<file path="config.mk">
export PLATFORM = sky130hd
export DESIGN_NAME = truth_table_scanner
export DESIGN_NICKNAME = d
export VERILOG_FILES = /design/src/rtl/tts_pkg.sv /design/src/rtl/truth_table_scanner_sop_lookup.sv /design/src/rtl/truth_table_scanner.sv
export SDC_FILE = /design/constraint.sdc
export NUM_CORES = 1
export LEC_CHECK = 0
export BUFFER_PORTS_ARGS = -buffer_cell sky130_fd_sc_hd__buf_4
export CAP_MARGIN = 10
export CORE_MARGIN = 2
export CORE_UTILIZATION = 35
export CTS_CLUSTER_DIAMETER = 150
export CTS_CLUSTER_SIZE = 16
export DETAILED_ROUTE_END_ITERATION = 7
export PLACE_DENSITY = 0.53
export SETUP_SLACK_MARGIN = 0.4
export SYNTH_ARGS = -nofsm -noshare
export SYNTH_HDL_FRONTEND = slang
export SYNTH_SLANG_ARGS = --single-unit
</file>
<file path="constraint.sdc">
create_clock -name clk -period 5.9 [get_ports clk]
set_input_delay 1.18 -clock clk [delete_from_list [all_inputs] [get_ports clk]]
set_output_delay 1.18 -clock clk [all_outputs]
set_load 0.05 [all_outputs]
</file>
<file path="src/rtl/tts_pkg.sv">
// Shared types and helpers for the truth-table scanner (state encoding, mask sizing).
package tts_pkg;

    typedef enum logic [1:0] {
        IDLE = 2'd0,
        RUN  = 2'd1,
        DONE = 2'd2
    } tts_state_e;

    // Reset value of every bit of the programmable minterm mask.
    localparam logic TTS_RESET_MASK_BIT = 1'b0;

    function automatic int tts_mask_width(input int n);
        return 1 << n;
    endfunction

endpackage

</file>
<file path="src/rtl/truth_table_scanner_sop_lookup.sv">
// Combinational M:1 minterm mux: returns mask_i[idx_i] as a one-hot AND-OR tree.
module sop_lookup
    import tts_pkg::*;
#(
    parameter  int N = 4,
    localparam int M = tts_mask_width(N)
) (
    input  logic [M-1:0] mask_i,
    input  logic [N-1:0] idx_i,
    output logic         bit_o
);

    logic [M-1:0] term;

    // Each minterm contributes only when its index is selected, mirroring a sum of products.
    for (genvar gi = 0; gi < M; gi++) begin : g_term
        assign term[gi] = mask_i[gi] && (int'(idx_i) == gi);
    end

    assign bit_o = |term;

endmodule

</file>
<file path="src/rtl/truth_table_scanner.sv">
// Programmable N-input truth-table sweeper over a valid/ready stream.
// Optional expected-mask checker is enabled with the TTS_CHECK_EN macro.
module truth_table_scanner
    import tts_pkg::*;
#(
    parameter  int N = 4,
    localparam int M = tts_mask_width(N)
) (
    input  logic         clk,
    input  logic         rst_n,
    input  logic         load,
    input  logic [M-1:0] mask_in,
    input  logic         start,
    input  logic         abort,
    output logic         out_valid,
    input  logic         out_ready,
    output logic [N-1:0] out_vec,
    output logic         out_s,
    output logic         busy,
    output logic         done,
    output logic [N:0]   ones_count
`ifdef TTS_CHECK_EN
    ,
    input  logic [M-1:0] exp_mask,
    output logic [N:0]   mismatch_count,
    output logic [N-1:0] first_miss,
    output logic         miss_seen
`endif
);

    localparam logic [N-1:0] LAST_IDX = {N{1'b1}};

    tts_state_e   state_q, state_d;
    logic [M-1:0] mask_q, mask_d;
    logic [N-1:0] idx_q, idx_d;
    logic         out_s_q, out_s_d;
    logic [N:0]   ones_q, ones_d;
    logic         refresh_s;
    logic         lookup_bit;
    logic         start_go;
    logic         accept;

    assign start_go = (state_q == IDLE) && start;
    assign accept   = (state_q == RUN) && out_ready;

    always_comb begin
        state_d   = state_q;
        mask_d    = mask_q;
        idx_d     = idx_q;
        ones_d    = ones_q;
        refresh_s = 1'b0;
        case (state_q)
            IDLE: begin
                if (load) begin
                    mask_d = mask_in;
                end
                if (start) begin
                    state_d   = RUN;
                    idx_d     = '0;
                    ones_d    = '0;
                    refresh_s = 1'b1;
                end
            end
            RUN: begin
                if (accept) begin
                    ones_d = ones_q + {{N{1'b0}}, out_s_q};
                end
                // Abort beats completion, but a beat accepted alongside it still counts.
                if (abort) begin
                    state_d = IDLE;
                end else if (accept) begin
                    if (idx_q == LAST_IDX) begin
                        state_d = DONE;
                    end else begin
                        idx_d     = idx_q + 1'b1;
                        refresh_s = 1'b1;
                    end
                end
            end
            DONE: begin
                state_d = IDLE;
            end
            default: begin
                state_d = IDLE;
            end
        endcase
    end

    // Looking up with the next mask/index lets a same-cycle load feed the first beat.
    sop_lookup #(.N(N)) u_lookup (
        .mask_i (mask_d),
        .idx_i  (idx_d),
        .bit_o  (lookup_bit)
    );

    assign out_s_d = refresh_s ? lookup_bit : out_s_q;

    always_ff @(posedge clk or negedge rst_n) begin
        if (!rst_n) begin
            state_q <= IDLE;
            mask_q  <= {M{TTS_RESET_MASK_BIT}};
            idx_q   <= '0;
            out_s_q <= 1'b0;
            ones_q  <= '0;
        end else begin
            state_q <= state_d;
            mask_q  <= mask_d;
            idx_q   <= idx_d;
            out_s_q <= out_s_d;
            ones_q  <= ones_d;
        end
    end

    assign out_valid  = (state_q == RUN);
    assign out_vec    = idx_q;
    assign out_s      = out_s_q;
    assign busy       = (state_q == RUN) || (state_q == DONE);
    assign done       = (state_q == DONE);
    assign ones_count = ones_q;

`ifdef TTS_CHECK_EN
    logic         exp_bit;
    logic         miss;
    logic [N:0]   mismatch_q;
    logic [N-1:0] first_miss_q;
    logic         miss_seen_q;

    sop_lookup #(.N(N)) u_exp_lookup (
        .mask_i (exp_mask),
        .idx_i  (idx_q),
        .bit_o  (exp_bit)
    );

    assign miss = accept && (out_s_q != exp_bit);

    always_ff @(posedge clk or negedge rst_n) begin
        if (!rst_n) begin
            mismatch_q   <= '0;
            first_miss_q <= '0;
            miss_seen_q  <= 1'b0;
        end else if (start_go) begin
            mismatch_q   <= '0;
            first_miss_q <= '0;
            miss_seen_q  <= 1'b0;
        end else if (miss) begin
            mismatch_q <= mismatch_q + 1'b1;
            if (!miss_seen_q) begin
                first_miss_q <= idx_q;
                miss_seen_q  <= 1'b1;
            end
        end
    end

    assign mismatch_count = mismatch_q;
    assign first_miss     = first_miss_q;
    assign miss_seen      = miss_seen_q;
`else
    logic unused_start_go;
    assign unused_start_go = start_go;
`endif

endmodule

</file>
==> report_table.html, run 1 <==
<table>
<tr><th>Metric</th><th>Value</th></tr>
<tr><th colspan="2">Status</th></tr>
<tr><td>Result of the run</td><td>finished clean</td></tr>
<tr><th colspan="2">Placed design</th></tr>
<tr><td>DPL Wire Length</td><td>2.30 mm</td></tr>
<tr><td>Routability-driven placement congestion ratio</td><td>0.849</td></tr>
<tr><td>Number of buffers inserted by port buffering</td><td>34</td></tr>
<tr><th colspan="2">Layout</th></tr>
<tr><td>Post-synthesis to final-layout area growth</td><td>23.1%</td></tr>
<tr><td>Fraction of final layout cells with drive strength greater than 1</td><td>0.394</td></tr>
<tr><td>Number of inserted diodes</td><td>0</td></tr>
<tr><td>Core occupancy in the finished layout</td><td>0.442</td></tr>
<tr><td>Fill cell total of the finished layout</td><td>428</td></tr>
<tr><td>Net count reported at finish</td><td>189</td></tr>
<tr><th colspan="2">Yosys</th></tr>
<tr><td>Number of library cell types mapped by synthesis</td><td>41</td></tr>
<tr><td>Cell Area, Synth</td><td>1540 um2</td></tr>
<tr><td>EDFF count, synth</td><td>0</td></tr>
<tr><td>Share of Yosys cell area claimed by the top area cell type</td><td>0.455</td></tr>
<tr><td>Commonest cells in the netlist</td><td>sky130_fd_sc_hd__dfrtp_1 (28), sky130_fd_sc_hd__mux2_2 (15), sky130_fd_sc_hd__nand2_1 (8), sky130_fd_sc_hd__a21oi_1 (7)</td></tr>
<tr><td>Syn Inst Count</td><td>126</td></tr>
<tr><td>Synth Area per Inst</td><td>12.2 um2</td></tr>
<tr><td>Warning count from the yosys run</td><td>0</td></tr>
<tr><td>Library cell occupying the most area in the post-synthesis netlist</td><td>sky130_fd_sc_hd__dfrtp_1</td></tr>
<tr><td>Dominant cell by count in the synthesized netlist</td><td>sky130_fd_sc_hd__dfrtp_1</td></tr>
<tr><td>Dominant cells by area after synthesis</td><td>sky130_fd_sc_hd__dfrtp_1 (45%), sky130_fd_sc_hd__mux2_2 (11%), sky130_fd_sc_hd__ha_1 (4.9%), sky130_fd_sc_hd__mux4_1 (3.4%), sky130_fd_sc_hd__a21oi_1 (2.3%)</td></tr>
<tr><td>Sequential-to-total area share from yosys stat</td><td>0.455</td></tr>
<tr><td>Net Count, Synth</td><td>154</td></tr>
<tr><td>Async set-reset flop share out of synthesis</td><td>1.00</td></tr>
<tr><td>Number of register bits inferred by synthesis</td><td>28</td></tr>
<tr><td>Primary FF master, synth</td><td>sky130_fd_sc_hd__dfrtp_1</td></tr>
<tr><th colspan="2">Route</th></tr>
<tr><td>Number of design-rule violations left by the first detailed-router iteration</td><td>39</td></tr>
<tr><td>Antenna Nets Post-Route</td><td>0</td></tr>
<tr><td>Vias per cell</td><td>5.15</td></tr>
<tr><td>Sum of routed wire length over all layers</td><td>3.08 mm</td></tr>
<tr><td>First-pass iteration count of the detailed router</td><td>4</td></tr>
<tr><td>Via total after detailed routing</td><td>1091</td></tr>
<tr><td>Avg WL per Cell</td><td>14.5 um</td></tr>
<tr><td>Residual DRC</td><td>0</td></tr>
<tr><th colspan="2">STA</th></tr>
<tr><td>Max-slew violation count</td><td>0</td></tr>
<tr><td>Clock tree skew after final layout</td><td>1.51 ps</td></tr>
<tr><td>Post-layout min period</td><td>2800 ps</td></tr>
<tr><td>Achievable frequency</td><td>358 MHz</td></tr>
<tr><td>Setup repair after global routing missed its margin</td><td>false</td></tr>
<tr><td>Number of endpoints failing setup at the final stage</td><td>0</td></tr>
<tr><td>Accumulated negative setup slack</td><td>0 ps</td></tr>
<tr><td>Hold violation count in the final report</td><td>0</td></tr>
<tr><td>Tcrit/Tclk final</td><td>0.474</td></tr>
<tr><td>Relative max-transition margin</td><td>0.601</td></tr>
<tr><td>Worst Tran Pin Value</td><td>598 ps</td></tr>
<tr><th colspan="2">Global route</th></tr>
<tr><td>Maximum number of pins on one net before global-route repair</td><td>29</td></tr>
<tr><td>Busiest metal layer after global routing</td><td>met2</td></tr>
<tr><td>Grt met2 use</td><td>0.217</td></tr>
<tr><td>Total global-route track usage</td><td>0.136</td></tr>
<tr><td>Met3 usage in global routing</td><td>0.0375</td></tr>
<tr><td>Number of antenna violations at the first check in global routing</td><td>0</td></tr>
<tr><td>First-pass GRT wire length</td><td>5.35 mm</td></tr>
<tr><td>Grt ovf</td><td>0</td></tr>
<tr><td>Global Route met1 Usage</td><td>0.175</td></tr>
<tr><td>Via count of the first global-routing pass</td><td>1120</td></tr>
<tr><th colspan="2">Power</th></tr>
<tr><td>Switching power share of the total</td><td>0.397</td></tr>
<tr><td>Total Power Consumption</td><td>0.000939 W</td></tr>
<tr><td>Combinational group share of total power</td><td>0.514</td></tr>
<tr><td>Cell leakage power</td><td>0.873 nW</td></tr>
<tr><td>Areal power density over the cells</td><td>495 nW/um2</td></tr>
<tr><td>Part of the power in registers</td><td>0.324</td></tr>
<tr><td>Fraction of power consumed by the clock network</td><td>0.162</td></tr>
<tr><td>Net switching component of the power</td><td>0.000373 W</td></tr>
<tr><td>Worst VDD drop</td><td>0.243 mV</td></tr>
<tr><td>Power Internal</td><td>0.000566 W</td></tr>
<tr><th colspan="2">Clocking</th></tr>
<tr><td>Clock-pin transition on the worst setup and hold timing paths</td><td>100 ps</td></tr>
<tr><td>Clock Root Buffer</td><td>sky130_fd_sc_hd__clkbuf_8</td></tr>
<tr><td>Sink count of the clock tree</td><td>28</td></tr>
<tr><td>Number of buffers added for setup after CTS</td><td>0</td></tr>
<tr><td>Post-cts resize count</td><td>0</td></tr>
<tr><td>Maximum clock path buffer count</td><td>2</td></tr>
<tr><td>CTS H-tree lvls</td><td>1</td></tr>
<tr><td>Clock tree from TritonCTS</td><td>built</td></tr>
<tr><td>Clock network latency to the later pin of the worst-skew pair</td><td>270 ps</td></tr>
<tr><td>Cts-stage hold buffer count</td><td>0</td></tr>
<tr><td>Number of CTS-inserted buffers</td><td>3</td></tr>
<tr><th colspan="2">Die</th></tr>
<tr><td>Die footprint</td><td>4950 um2</td></tr>
<tr><td>Starting Density</td><td>0.359</td></tr>
<tr><td>Height of the die</td><td>70.4 um</td></tr>
<tr><td>Standard cell core area</td><td>4290 um2</td></tr>
<tr><td>Std cell rows</td><td>24</td></tr>
<tr><td>Chip width</td><td>70.4 um</td></tr>
<tr><td>Io pins</td><td>35</td></tr>
<tr><th colspan="2">Critical path</th></tr>
<tr><td>Arrival time reported for the critical path endpoint</td><td>1620 ps</td></tr>
<tr><td>Startpoint class of the critical path</td><td>register</td></tr>
<tr><td>Category of the worst setup path capture point</td><td>output pin</td></tr>
<tr><td>Required @ worst endpoint</td><td>4720 ps</td></tr>
<tr><td>Max FO, Critical Path</td><td>16</td></tr>
<tr><td>Startpoint-to-endpoint class of the critical path</td><td>register to output pin</td></tr>
<tr><td>Register-to-register path setup slack</td><td>3260 ps</td></tr>
<tr><th colspan="2">Flow run</th></tr>
<tr><td>Max cap viols</td><td>0</td></tr>
<tr><th colspan="2">Hold path</th></tr>
<tr><td>Path type of the worst min-delay path</td><td>register to register</td></tr>
</table>
-- cell families (layout without fill, tap and decap cells) --
group / after synthesis / in the layout / synth area share
mux: 23 / 23 / 0.200
flops: 28 / 28 / 0.455
fa+ha+maj: 6 / 6 / 0.0487
simple gates: 31 / 31 / 0.119
buf+inv: 11 / 45 / 0.0398
compound gates: 27 / 27 / 0.138
-- layout make-up --
cell class | count | area, um2 | share of cell area
Clock inverter | 1 | 30.0 | 0.0158
Clock buffer | 3 | 41.3 | 0.0218
Sequential cell | 28 | 701 | 0.369
Multi-Input combinational cell | 87 | 779 | 0.411
Tap cell | 52 | 65.1 | 0.0343
Inverter | 7 | 26.3 | 0.0138
Timing Repair Buffer | 34 | 255 | 0.134
-- metal layers --
| metal | routed length, um | up-vias |
|---|---|---|
| met5 | 0 | - |
| met3 | 169 | 4 |
| met2 | 1470 | 28 |
| met4 | 44 | 0 |
| li1 | - | 527 |
| met1 | 1390 | 532 |
-- power groups by stage --
stage	Sequential, W	Clock (W)	Combinational [W]
after floorplan	0.000346	0	0.000343
after global placement	0.000306	0	0.000484
after detailed placement	0.000309	0	0.000487
after CTS	0.000305	0.000159	0.000489
after global routing	0.000315	0.000169	0.000524
final	0.000304	0.000152	0.000483
-- flip-flops by register name, indices dropped and copies added (netlist names) --
register / cells
mask_q: 16
ones_count: 5
out_vec: 4
state_q: 2
out_s: 1
-- metrics by stage --
step | std cells | hold slack [ps] | cell area [um2] | setup slack, ps
finish | 212 | 497 | 1900 | 3100
global route | 212 | 523 | 1900 | 2960
CTS | 212 | 503 | 1900 | 3090
detailed placement | 208 | 479 | 1830 | 2940
global placement | 208 | 476 | 1830 | 2980
floorplan | 126 | 454 | 1540 | 3100
-- critical path: stages, from the launching register on --
cell,delay (ps)
sky130_fd_sc_hd__dfrtp_1,420
sky130_fd_sc_hd__inv_1,80
sky130_fd_sc_hd__ha_1,530
sky130_fd_sc_hd__buf_4,310
-- cells in the final DEF (no fill, tap or decap), types with 2 or more instances in the layout --
master / count
sky130_fd_sc_hd__nand2_1: 8
sky130_fd_sc_hd__mux2i_1: 2
sky130_fd_sc_hd__a21o_1: 3
sky130_fd_sc_hd__clkbuf_8: 3
sky130_fd_sc_hd__mux4_1: 2
sky130_fd_sc_hd__nor2_1: 4
sky130_fd_sc_hd__nand4_1: 3
sky130_fd_sc_hd__o21ai_0: 4
sky130_fd_sc_hd__a21oi_1: 7
sky130_fd_sc_hd__mux2_1: 2
sky130_fd_sc_hd__nand3_1: 2
sky130_fd_sc_hd__a22o_1: 3
sky130_fd_sc_hd__dfrtp_1: 28
sky130_fd_sc_hd__nand2b_1: 2
sky130_fd_sc_hd__nor3_1: 4
sky130_fd_sc_hd__buf_4: 34
sky130_fd_sc_hd__inv_1: 6
sky130_fd_sc_hd__mux2_2: 15
sky130_fd_sc_hd__ha_1: 6
-- path summary, 6_finish.rpt --
path                            start            end  cells after the start
hold / removal              mask_q[1]      mask_q[1]                      1
setup / recovery           state_q[1]      out_valid                      3
max in group asynchronous       rst_n      mask_q[8]                      1
hold reg to reg             mask_q[1]      mask_q[1]                      1
setup reg to reg           state_q[1]          out_s                      9
min in group asynchronous       rst_n  ones_count[2]                      1
Note: power is estimated with default switching activity, not from simulation.
==> run 2, diff against run 1 <==
--- a/config.mk
+++ b/config.mk
@@ -5,6 +5,7 @@
 export SDC_FILE = /design/constraint.sdc
 export NUM_CORES = 1
 export LEC_CHECK = 0
+export ABC_AREA = 1
 export BUFFER_PORTS_ARGS = -buffer_cell sky130_fd_sc_hd__buf_4
 export CAP_MARGIN = 10
 export CORE_MARGIN = 2
@@ -12,7 +13,7 @@
 export CTS_CLUSTER_DIAMETER = 150
 export CTS_CLUSTER_SIZE = 16
 export DETAILED_ROUTE_END_ITERATION = 7
-export PLACE_DENSITY = 0.53
+export PLACE_DENSITY = 0.55
 export SETUP_SLACK_MARGIN = 0.4
 export SYNTH_ARGS = -nofsm -noshare
 export SYNTH_HDL_FRONTEND = slang
==> constraint.sdc (replaced) <==
create_clock -name clk -period 2.5 [get_ports clk]
set_input_delay 0.5 -clock clk [delete_from_list [all_inputs] [get_ports clk]]
set_output_delay 0.5 -clock clk [all_outputs]
set_load 0.05 [all_outputs]
==> run 2 against run 1 <==
Effect of this change:
- sequential share of layout area fell by 3.4 points
- sequential cell count did not move
- sequential power rose by 140%
- die area rose by 4.1%
- count of clock-buffer cells in the layout rose by 1
- utilization rose by 3.6 points
- worst hold slack got worse by 360 ps
- clock skew rose by 1.3 ps
- via count rose by 21%
- critical path depth rose by 12
- critical path type is now register to register
- critical endpoint is now out_s
- largest cell class unchanged
==> report_table.html, run 2 <==
<table>
<tr><th>Metric</th><th>Value</th></tr>
<tr><th colspan="2">Flow run</th></tr>
<tr><td>Max cap viols</td><td>0</td></tr>
<tr><th colspan="2">Clocking</th></tr>
<tr><td>Clock network latency to the later pin of the worst-skew pair</td><td>270 ps</td></tr>
<tr><td>Clock Root Buffer</td><td>sky130_fd_sc_hd__clkbuf_8</td></tr>
<tr><td>Clock-pin transition on the worst setup and hold timing paths</td><td>90 ps</td></tr>
<tr><td>Maximum clock path buffer count</td><td>2</td></tr>
<tr><td>Clock tree from TritonCTS</td><td>built</td></tr>
<tr><td>Cts-stage hold buffer count</td><td>0</td></tr>
<tr><td>Sink count of the clock tree</td><td>28</td></tr>
<tr><td>Number of CTS-inserted buffers</td><td>3</td></tr>
<tr><td>CTS H-tree lvls</td><td>1</td></tr>
<tr><th colspan="2">Yosys</th></tr>
<tr><td>Dominant cells by area after synthesis</td><td>sky130_fd_sc_hd__dfrtp_1 (44%), sky130_fd_sc_hd__nand2_1 (8.9%), sky130_fd_sc_hd__mux2_2 (6.3%), sky130_fd_sc_hd__inv_1 (5.8%), sky130_fd_sc_hd__ha_1 (4.7%)</td></tr>
<tr><td>Basic-gate share of the synthesized area counting and, or, nand and nor cells</td><td>0.267</td></tr>
<tr><td>Primary FF master, synth</td><td>sky130_fd_sc_hd__dfrtp_1</td></tr>
<tr><td>Synth Area per Inst</td><td>8.65 um2</td></tr>
<tr><td>Dominant cell by count in the synthesized netlist</td><td>sky130_fd_sc_hd__nand2_1</td></tr>
<tr><td>Area fraction in compound gates after synthesis</td><td>0.0980</td></tr>
<tr><td>Async set-reset flop share out of synthesis</td><td>1.00</td></tr>
<tr><td>Commonest cells in the netlist</td><td>sky130_fd_sc_hd__nand2_1 (38), sky130_fd_sc_hd__dfrtp_1 (28), sky130_fd_sc_hd__inv_1 (25), sky130_fd_sc_hd__nor2_1 (15), sky130_fd_sc_hd__nand3_1 (14)</td></tr>
<tr><td>Warning count from the yosys run</td><td>0</td></tr>
<tr><td>Number of library cell types mapped by synthesis</td><td>27</td></tr>
<tr><td>Share of the synthesized netlist area taken by xor and xnor gates</td><td>0</td></tr>
<tr><td>Proportion of synthesized area in mux cells</td><td>0.0770</td></tr>
<tr><td>Net Count, Synth</td><td>214</td></tr>
<tr><td>Share of Yosys cell area claimed by the top area cell type</td><td>0.435</td></tr>
<tr><td>Sequential-to-total area share from yosys stat</td><td>0.435</td></tr>
<tr><td>Syn Inst Count</td><td>186</td></tr>
<tr><td>Number of register bits inferred by synthesis</td><td>28</td></tr>
<tr><td>Post-Synth Adder-Cell Area</td><td>0.0467</td></tr>
<tr><td>Library cell occupying the most area in the post-synthesis netlist</td><td>sky130_fd_sc_hd__dfrtp_1</td></tr>
<tr><td>Cell Area, Synth</td><td>1610 um2</td></tr>
<tr><td>Main combinational cell family by area after synthesis</td><td>simple AND/OR/NAND/NOR gates</td></tr>
<tr><td>EDFF count, synth</td><td>0</td></tr>
<tr><th colspan="2">Critical path</th></tr>
<tr><td>Category of the worst setup path capture point</td><td>register</td></tr>
<tr><td>Startpoint-to-endpoint class of the critical path</td><td>register to register</td></tr>
<tr><td>Required @ worst endpoint</td><td>2670 ps</td></tr>
<tr><td>Biggest cell delay along the critical path</td><td>400 ps</td></tr>
<tr><td>Max FO, Critical Path</td><td>5</td></tr>
<tr><td>Slowest cell on crit path</td><td>sky130_fd_sc_hd__dfrtp_1</td></tr>
<tr><td>Critical path's most frequent cell</td><td>sky130_fd_sc_hd__nand2_1</td></tr>
<tr><td>Worst path cell trace</td><td>inv_2 -&gt; ha_4 -&gt; clkinvlp_4 -&gt; a21oi_4 -&gt; nand2_4 -&gt; nand2_1 -&gt; nand2_2 -&gt; nand3_1 -&gt; nand2_1 -&gt; nor2_1 -&gt; nand2_1 -&gt; nand3_1 -&gt; nand2_1 -&gt; nand2_1 -&gt; nand2_1</td></tr>
<tr><td>Startpoint class of the critical path</td><td>register</td></tr>
<tr><td>Arrival time reported for the critical path endpoint</td><td>2170 ps</td></tr>
<tr><th colspan="2">Global route</th></tr>
<tr><td>Total global-route track usage</td><td>0.142</td></tr>
<tr><td>Number of antenna violations at the first check in global routing</td><td>0</td></tr>
<tr><td>First-pass GRT wire length</td><td>5.69 mm</td></tr>
<tr><td>Maximum number of pins on one net before global-route repair</td><td>29</td></tr>
<tr><td>Grt ovf</td><td>0</td></tr>
<tr><td>Via count of the first global-routing pass</td><td>1234</td></tr>
<tr><th colspan="2">Route</th></tr>
<tr><td>First-pass iteration count of the detailed router</td><td>4</td></tr>
<tr><td>M1 WL</td><td>1.64 mm</td></tr>
<tr><td>Vias per cell</td><td>4.65</td></tr>
<tr><td>Via total after detailed routing</td><td>1321</td></tr>
<tr><td>Met2 routed wirelength</td><td>1.65 mm</td></tr>
<tr><td>Number of design-rule violations left by the first detailed-router iteration</td><td>32</td></tr>
<tr><td>Residual DRC</td><td>0</td></tr>
<tr><td>Max layer used</td><td>met4</td></tr>
<tr><td>Antenna Nets Post-Route</td><td>0</td></tr>
<tr><td>Sum of routed wire length over all layers</td><td>3.48 mm</td></tr>
<tr><td>Routed met3 length</td><td>163 um</td></tr>
<tr><td>Avg WL per Cell</td><td>12.2 um</td></tr>
<tr><th colspan="2">Placed design</th></tr>
<tr><td>Instance area after placement</td><td>1930 um2</td></tr>
<tr><td>Routability-driven placement congestion ratio</td><td>0.744</td></tr>
<tr><td>DPL Wire Length</td><td>2.56 mm</td></tr>
<tr><td>Number of buffers inserted by port buffering</td><td>34</td></tr>
<tr><th colspan="2">STA</th></tr>
<tr><td>Accumulated negative setup slack</td><td>0 ps</td></tr>
<tr><td>Max-slew violation count</td><td>0</td></tr>
<tr><td>Hold violation count in the final report</td><td>0</td></tr>
<tr><td>Setup repair after global routing missed its margin</td><td>true</td></tr>
<tr><td>Number of endpoints failing setup at the final stage</td><td>0</td></tr>
<tr><td>Worst Tran Pin Value</td><td>516 ps</td></tr>
<tr><td>Clock tree skew after final layout</td><td>2.78 ps</td></tr>
<tr><td>Min Hold Slack</td><td>134 ps</td></tr>
<tr><td>Relative max-transition margin</td><td>0.653</td></tr>
<tr><td>Post-layout min period</td><td>2000 ps</td></tr>
<tr><td>Achievable frequency</td><td>501 MHz</td></tr>
<tr><td>Tcrit/Tclk final</td><td>0.799</td></tr>
<tr><th colspan="2">Power</th></tr>
<tr><td>Areal power density over the cells</td><td>1230 nW/um2</td></tr>
<tr><td>Total Power Consumption</td><td>0.00258 W</td></tr>
<tr><td>Worst VDD drop</td><td>0.551 mV</td></tr>
<tr><td>Cell leakage power</td><td>1.07 nW</td></tr>
<tr><th colspan="2">Hold path</th></tr>
<tr><td>Path type of the worst min-delay path</td><td>primary input to async pin</td></tr>
<tr><th colspan="2">Die</th></tr>
<tr><td>Io pins</td><td>35</td></tr>
<tr><td>Chip width</td><td>71.8 um</td></tr>
<tr><td>Std cell rows</td><td>24</td></tr>
<tr><td>Starting Density</td><td>0.367</td></tr>
<tr><td>Die footprint</td><td>5160 um2</td></tr>
<tr><td>Standard cell core area</td><td>4380 um2</td></tr>
<tr><td>Height of the die</td><td>71.8 um</td></tr>
<tr><th colspan="2">Layout</th></tr>
<tr><td>Max FFs per register</td><td>16</td></tr>
<tr><td>Number of inserted diodes</td><td>0</td></tr>
<tr><td>Fill cell total of the finished layout</td><td>437</td></tr>
<tr><td>Most frequent standard cell in the layout excluding fill and tap cells</td><td>sky130_fd_sc_hd__buf_4</td></tr>
<tr><td>Core occupancy in the finished layout</td><td>0.478</td></tr>
<tr><td>Fraction of final layout cells with drive strength greater than 1</td><td>0.371</td></tr>
<tr><td>Total area of multi-input combinational cells</td><td>822 um2</td></tr>
<tr><td>Net count reported at finish</td><td>261</td></tr>
<tr><td>Storage element area</td><td>703 um2</td></tr>
<tr><td>Commonest cells after routing, fill and taps aside</td><td>sky130_fd_sc_hd__buf_4 (43), sky130_fd_sc_hd__nand2_1 (37), sky130_fd_sc_hd__dfrtp_1 (26)</td></tr>
<tr><td>Post-synthesis to final-layout area growth</td><td>30.2%</td></tr>
<tr><td>Design Area, Final</td><td>2100 um2</td></tr>
<tr><td>Largest reg by FF count</td><td>mask_q</td></tr>
<tr><th colspan="2">Status</th></tr>
<tr><td>Result of the run</td><td>finished clean</td></tr>
</table>
[run 2: cell count changes in the layout (fill, tap and decap cells not counted), moves of 6 or more]
cell and change:
sky130_fd_sc_hd__nand2_1 +29, sky130_fd_sc_hd__inv_1 +16, sky130_fd_sc_hd__nand3_1 +12, sky130_fd_sc_hd__nor2_1 +11, sky130_fd_sc_hd__buf_4 +9, sky130_fd_sc_hd__inv_2 +6
sky130_fd_sc_hd__mux2_2 -6
[run 2: per-layer routing]
layer  track usage  vias up
met2         0.231       25
met5             0        -
met4        0.0482        0
met1         0.185      609
met3        0.0338        2
li1              -      685
[run 2: through the flow]
step,instances,setup WS [ps]
finish,284,503
global route,284,291
CTS,275,412
detailed placement,271,431
global placement,271,438
floorplan,186,443
[run 2: path summary, 6_finish.rpt]
kind,cells after the start,slack [ps],start,to
max,15,500,state_q[1],out_s
min reg2reg,1,500,mask_q[8],mask_q[8]
max reg2reg,15,500,state_q[1],out_s
min,1,130,rst_n,state_q[1]
max in group asynchronous,1,2080,rst_n,out_vec[1]
min in group clk,2,470,mask_in[13],mask_q[13]
[run 2: area by class of cell]
cell class,instances,share of cell area
flip-flops and latches,28,0.336
inverters,30,0.0555
repair buffers,44,0.159
well taps,52,0.0310
multi-input cells,126,0.392
clock buffers,4,0.0263
[run 2: worst max-delay path, delay by kind of cell, from the launching register on]
family	cells	cell delay, ps
AOI/OAI and AO/OA	1	270
adders and majority gates	1	180
DFF	1	400
buffers and inverters	2	260
and+or+nand+nor	11	780
[run 2: what timing repair did]
item,4_1_cts,5_1_grt
buffers inserted,0,9
resized for setup,0,9
setup endpoints to repair,0,2
[run 2: cell families (layout without fill, tap and decap cells)]
logic type	after synthesis	after routing
flops	28	28
mux	11	11
buf+inv	32	78
fa+ha+maj	6	6
compound gates	23	23
simple gates	86	86
[run 2: where the power goes]
part           total [W]  internal, W  leakage (nW)  switching, W
clock           0.000279     0.000141        0.0288      0.000138
sequential      0.000735     0.000640         0.342     0.0000955
combinational    0.00156     0.000601         0.701      0.000962
==> run 3, diff against run 2 <==
==> constraint.sdc (replaced) <==
create_clock -name clk -period 1.8 [get_ports clk]
set_input_delay 0.36 -clock clk [delete_from_list [all_inputs] [get_ports clk]]
set_output_delay 0.36 -clock clk [all_outputs]
set_load 0.05 [all_outputs]
==> run 3 against run 2 <==
Effect of this change:
- the flow now finishes with violations (negative setup slack)
- non-clock buffer count is 21 higher
- worst hold slack better by 170 ps
- total power is 76% higher
- count of clock-buffer cells in the layout is 1 lower
- final cell count is 7.4% higher
- design area is 20% higher
- combinational power is 94% higher
- critical path type unchanged
- critical endpoint unchanged
- largest power group unchanged
- highest routed layer unchanged
==> report_table.html, run 3 (synthesis results as in run 2) <==
<table>
<tr><th>Metric</th><th>Value</th></tr>
<tr><th colspan="2">Route</th></tr>
<tr><td>Number of design-rule violations left by the first detailed-router iteration</td><td>38</td></tr>
<tr><td>Residual DRC</td><td>0</td></tr>
<tr><td>Avg WL per Cell</td><td>12.7 um</td></tr>
<tr><td>First-pass iteration count of the detailed router</td><td>4</td></tr>
<tr><td>Vias per cell</td><td>4.72</td></tr>
<tr><td>Antenna Nets Post-Route</td><td>0</td></tr>
<tr><td>Sum of routed wire length over all layers</td><td>3.88 mm</td></tr>
<tr><td>Via total after detailed routing</td><td>1440</td></tr>
<tr><th colspan="2">Clocking</th></tr>
<tr><td>Sink count of the clock tree</td><td>28</td></tr>
<tr><td>Clock-pin transition on the worst setup and hold timing paths</td><td>100 ps</td></tr>
<tr><td>Clock tree from TritonCTS</td><td>built</td></tr>
<tr><td>Maximum clock path buffer count</td><td>2</td></tr>
<tr><td>CTS H-tree lvls</td><td>1</td></tr>
<tr><td>Clock Root Buffer</td><td>sky130_fd_sc_hd__clkbuf_8</td></tr>
<tr><td>Number of CTS-inserted buffers</td><td>3</td></tr>
<tr><td>Clock network latency to the later pin of the worst-skew pair</td><td>280 ps</td></tr>
<tr><th colspan="2">STA</th></tr>
<tr><td>Min Hold Slack</td><td>300 ps</td></tr>
<tr><td>Clock tree skew after final layout</td><td>8.64 ps</td></tr>
<tr><td>Achievable frequency</td><td>515 MHz</td></tr>
<tr><td>Relative max-transition margin</td><td>0.755</td></tr>
<tr><td>Max-slew violation count</td><td>0</td></tr>
<tr><td>Hold violation count in the final report</td><td>0</td></tr>
<tr><td>Number of endpoints failing setup at the final stage</td><td>2</td></tr>
<tr><td>Worst Tran Pin Value</td><td>367 ps</td></tr>
<tr><td>Post-layout min period</td><td>1940 ps</td></tr>
<tr><td>Tcrit/Tclk final</td><td>1.08</td></tr>
<tr><td>Accumulated negative setup slack</td><td>-164 ps</td></tr>
<tr><td>Setup repair after global routing missed its margin</td><td>true</td></tr>
<tr><td>PnR worst setup slack</td><td>-143 ps</td></tr>
<tr><th colspan="2">Global route</th></tr>
<tr><td>Grt ovf</td><td>0</td></tr>
<tr><td>Maximum number of pins on one net before global-route repair</td><td>29</td></tr>
<tr><td>Number of antenna violations at the first check in global routing</td><td>0</td></tr>
<tr><td>Via count of the first global-routing pass</td><td>1403</td></tr>
<tr><td>Total global-route track usage</td><td>0.161</td></tr>
<tr><td>First-pass GRT wire length</td><td>6.52 mm</td></tr>
<tr><th colspan="2">Power</th></tr>
<tr><td>Areal power density over the cells</td><td>1800 nW/um2</td></tr>
<tr><td>Cell leakage power</td><td>1.30 nW</td></tr>
<tr><td>Worst VDD drop</td><td>0.743 mV</td></tr>
<tr><th colspan="2">Critical path</th></tr>
<tr><td>Startpoint-to-endpoint class of the critical path</td><td>register to register</td></tr>
<tr><td>Critical Path Start</td><td>state_q[1]</td></tr>
<tr><td>Origin of the critical flop-to-flop path</td><td>state_q[1]</td></tr>
<tr><td>Slowest cell on crit path</td><td>sky130_fd_sc_hd__dfrtp_1</td></tr>
<tr><td>Biggest cell delay along the critical path</td><td>400 ps</td></tr>
<tr><td>Worst reg2reg path endpoint</td><td>out_s</td></tr>
<tr><td>Required @ worst endpoint</td><td>1970 ps</td></tr>
<tr><td>CP Capture Point</td><td>out_s</td></tr>
<tr><td>Category of the worst setup path capture point</td><td>register</td></tr>
<tr><td>Startpoint class of the critical path</td><td>register</td></tr>
<tr><td>Buffers &amp; Inverters on Critical Path</td><td>4</td></tr>
<tr><td>Cells on worst reg2reg path</td><td>20</td></tr>
<tr><td>Register-to-register path setup slack</td><td>-140 ps</td></tr>
<tr><td>Top delay family on crit path</td><td>simple AND/OR/NAND/NOR gates</td></tr>
<tr><td>Worst path cell trace</td><td>inv_2 -&gt; buf_6 -&gt; ha_4 -&gt; nand2_4 -&gt; nor2_4 -&gt; nand2_4 -&gt; nand2_4 -&gt; nand2_4 -&gt; nand2_4 -&gt; nand2_8 -&gt; nand2_4 -&gt; inv_2 -&gt; nand2_1 -&gt; nand2_1 -&gt; inv_1 -&gt; nand2_1 -&gt; nand3_1 -&gt; nand2_1 -&gt; nand2_1 -&gt; nand2_1</td></tr>
<tr><td>Number of logic stages on the critical path including buffering</td><td>20</td></tr>
<tr><td>Arrival time reported for the critical path endpoint</td><td>2120 ps</td></tr>
<tr><td>Max FO, Critical Path</td><td>8</td></tr>
<tr><th colspan="2">Layout</th></tr>
<tr><td>Largest reg by FF count</td><td>mask_q</td></tr>
<tr><td>Commonest cells after routing, fill and taps aside</td><td>sky130_fd_sc_hd__buf_4 (48), sky130_fd_sc_hd__nand2_1 (35), sky130_fd_sc_hd__dfrtp_1 (25)</td></tr>
<tr><td>Post-synthesis to final-layout area growth</td><td>56.4%</td></tr>
<tr><td>Net count reported at finish</td><td>282</td></tr>
<tr><td>Max FFs per register</td><td>16</td></tr>
<tr><td>Fill cell total of the finished layout</td><td>403</td></tr>
<tr><td>Design Area, Final</td><td>2520 um2</td></tr>
<tr><td>Number of inserted diodes</td><td>0</td></tr>
<tr><td>Core occupancy in the finished layout</td><td>0.574</td></tr>
<tr><td>Most frequent standard cell in the layout excluding fill and tap cells</td><td>sky130_fd_sc_hd__buf_4</td></tr>
<tr><td>Fraction of final layout cells with drive strength greater than 1</td><td>0.506</td></tr>
<tr><th colspan="2">Placed design</th></tr>
<tr><td>Number of buffers inserted by port buffering</td><td>34</td></tr>
<tr><td>Worst slack at placement</td><td>-152 ps</td></tr>
<tr><td>Routability-driven placement congestion ratio</td><td>0.785</td></tr>
<tr><td>DPL Wire Length</td><td>2.79 mm</td></tr>
<tr><td>Instance area after placement</td><td>2100 um2</td></tr>
<tr><th colspan="2">Die</th></tr>
<tr><td>Std cell rows</td><td>24</td></tr>
<tr><td>Die footprint</td><td>5160 um2</td></tr>
<tr><td>Chip width</td><td>71.8 um</td></tr>
<tr><td>Standard cell core area</td><td>4380 um2</td></tr>
<tr><td>Starting Density</td><td>0.367</td></tr>
<tr><td>Height of the die</td><td>71.8 um</td></tr>
<tr><td>Io pins</td><td>35</td></tr>
<tr><th colspan="2">Status</th></tr>
<tr><td>Result of the run</td><td>complete, but fails checks</td></tr>
<tr><td>Violated checks</td><td>negative setup slack</td></tr>
<tr><th colspan="2">Hold path</th></tr>
<tr><td>Hold wc startpoint</td><td>mask_in[0]</td></tr>
<tr><td>Path type of the worst min-delay path</td><td>primary input to register</td></tr>
<tr><th colspan="2">Flow run</th></tr>
<tr><td>Max cap viols</td><td>0</td></tr>
</table>
## run 3: where the power goes
| group | total [W] | leakage [nW] | switching [W] | internal, W |
|---|---|---|---|---|
| combinational | 0.00302 | 0.919 | 0.00160 | 0.00141 |
| clock | 0.000503 | 0.0357 | 0.000205 | 0.000298 |
| sequential | 0.00102 | 0.340 | 0.000123 | 0.000894 |
## run 3: how the worst min path moves through the flow
stage	end	slack [ps]	cells past startpoint
2_1_floorplan	mask_q[0]	60	0
3_3_place_gp	state_q[1]	310	1
3_5_place_dp	state_q[1]	310	1
4_1_cts	mask_q[12]	320	2
5_1_grt	mask_q[9]	300	3
6_report	mask_q[0]	300	3
## run 3: per-layer routing
metal  global-route usage  part of all wire
met2                0.281              0.51
met4               0.0608             0.020
met1                0.201              0.43
met5                    0                 0
met3               0.0225             0.040
## run 3: metrics by stage
stage / power, W / cells
6_report: 0.00454 / 305
4_1_cts: 0.00420 / 298
5_1_grt: 0.00489 / 305
3_3_place_gp: 0.00329 / 286
3_5_place_dp: 0.00332 / 286
2_1_floorplan: 0.00262 / 186
## run 3: what timing repair did
item	4_1_cts	5_1_grt
pin swaps	6	4
setup buffers	7	7
hold buffers	1	0
gates resized for setup	33	29
hold endpoints to repair	2	0
endpoints found under the setup margin	31	33
## run 3: final cells by class
type / count / area (um2) / share of cell area
multi-input cells: 126 / 982 / 0.390
flip-flops and latches: 28 / 707 / 0.281
repair buffers: 65 / 578 / 0.230
inverters: 30 / 113 / 0.0448
well taps: 52 / 65.1 / 0.0259
clock buffers: 3 / 41.3 / 0.0164
clock inverters: 1 / 30.0 / 0.0119
## run 3: tightest hold or removal path, stage by stage
cell	delay, ps
sky130_fd_sc_hd__buf_4	80
sky130_fd_sc_hd__o21ai_2	60
sky130_fd_sc_hd__inv_1	50
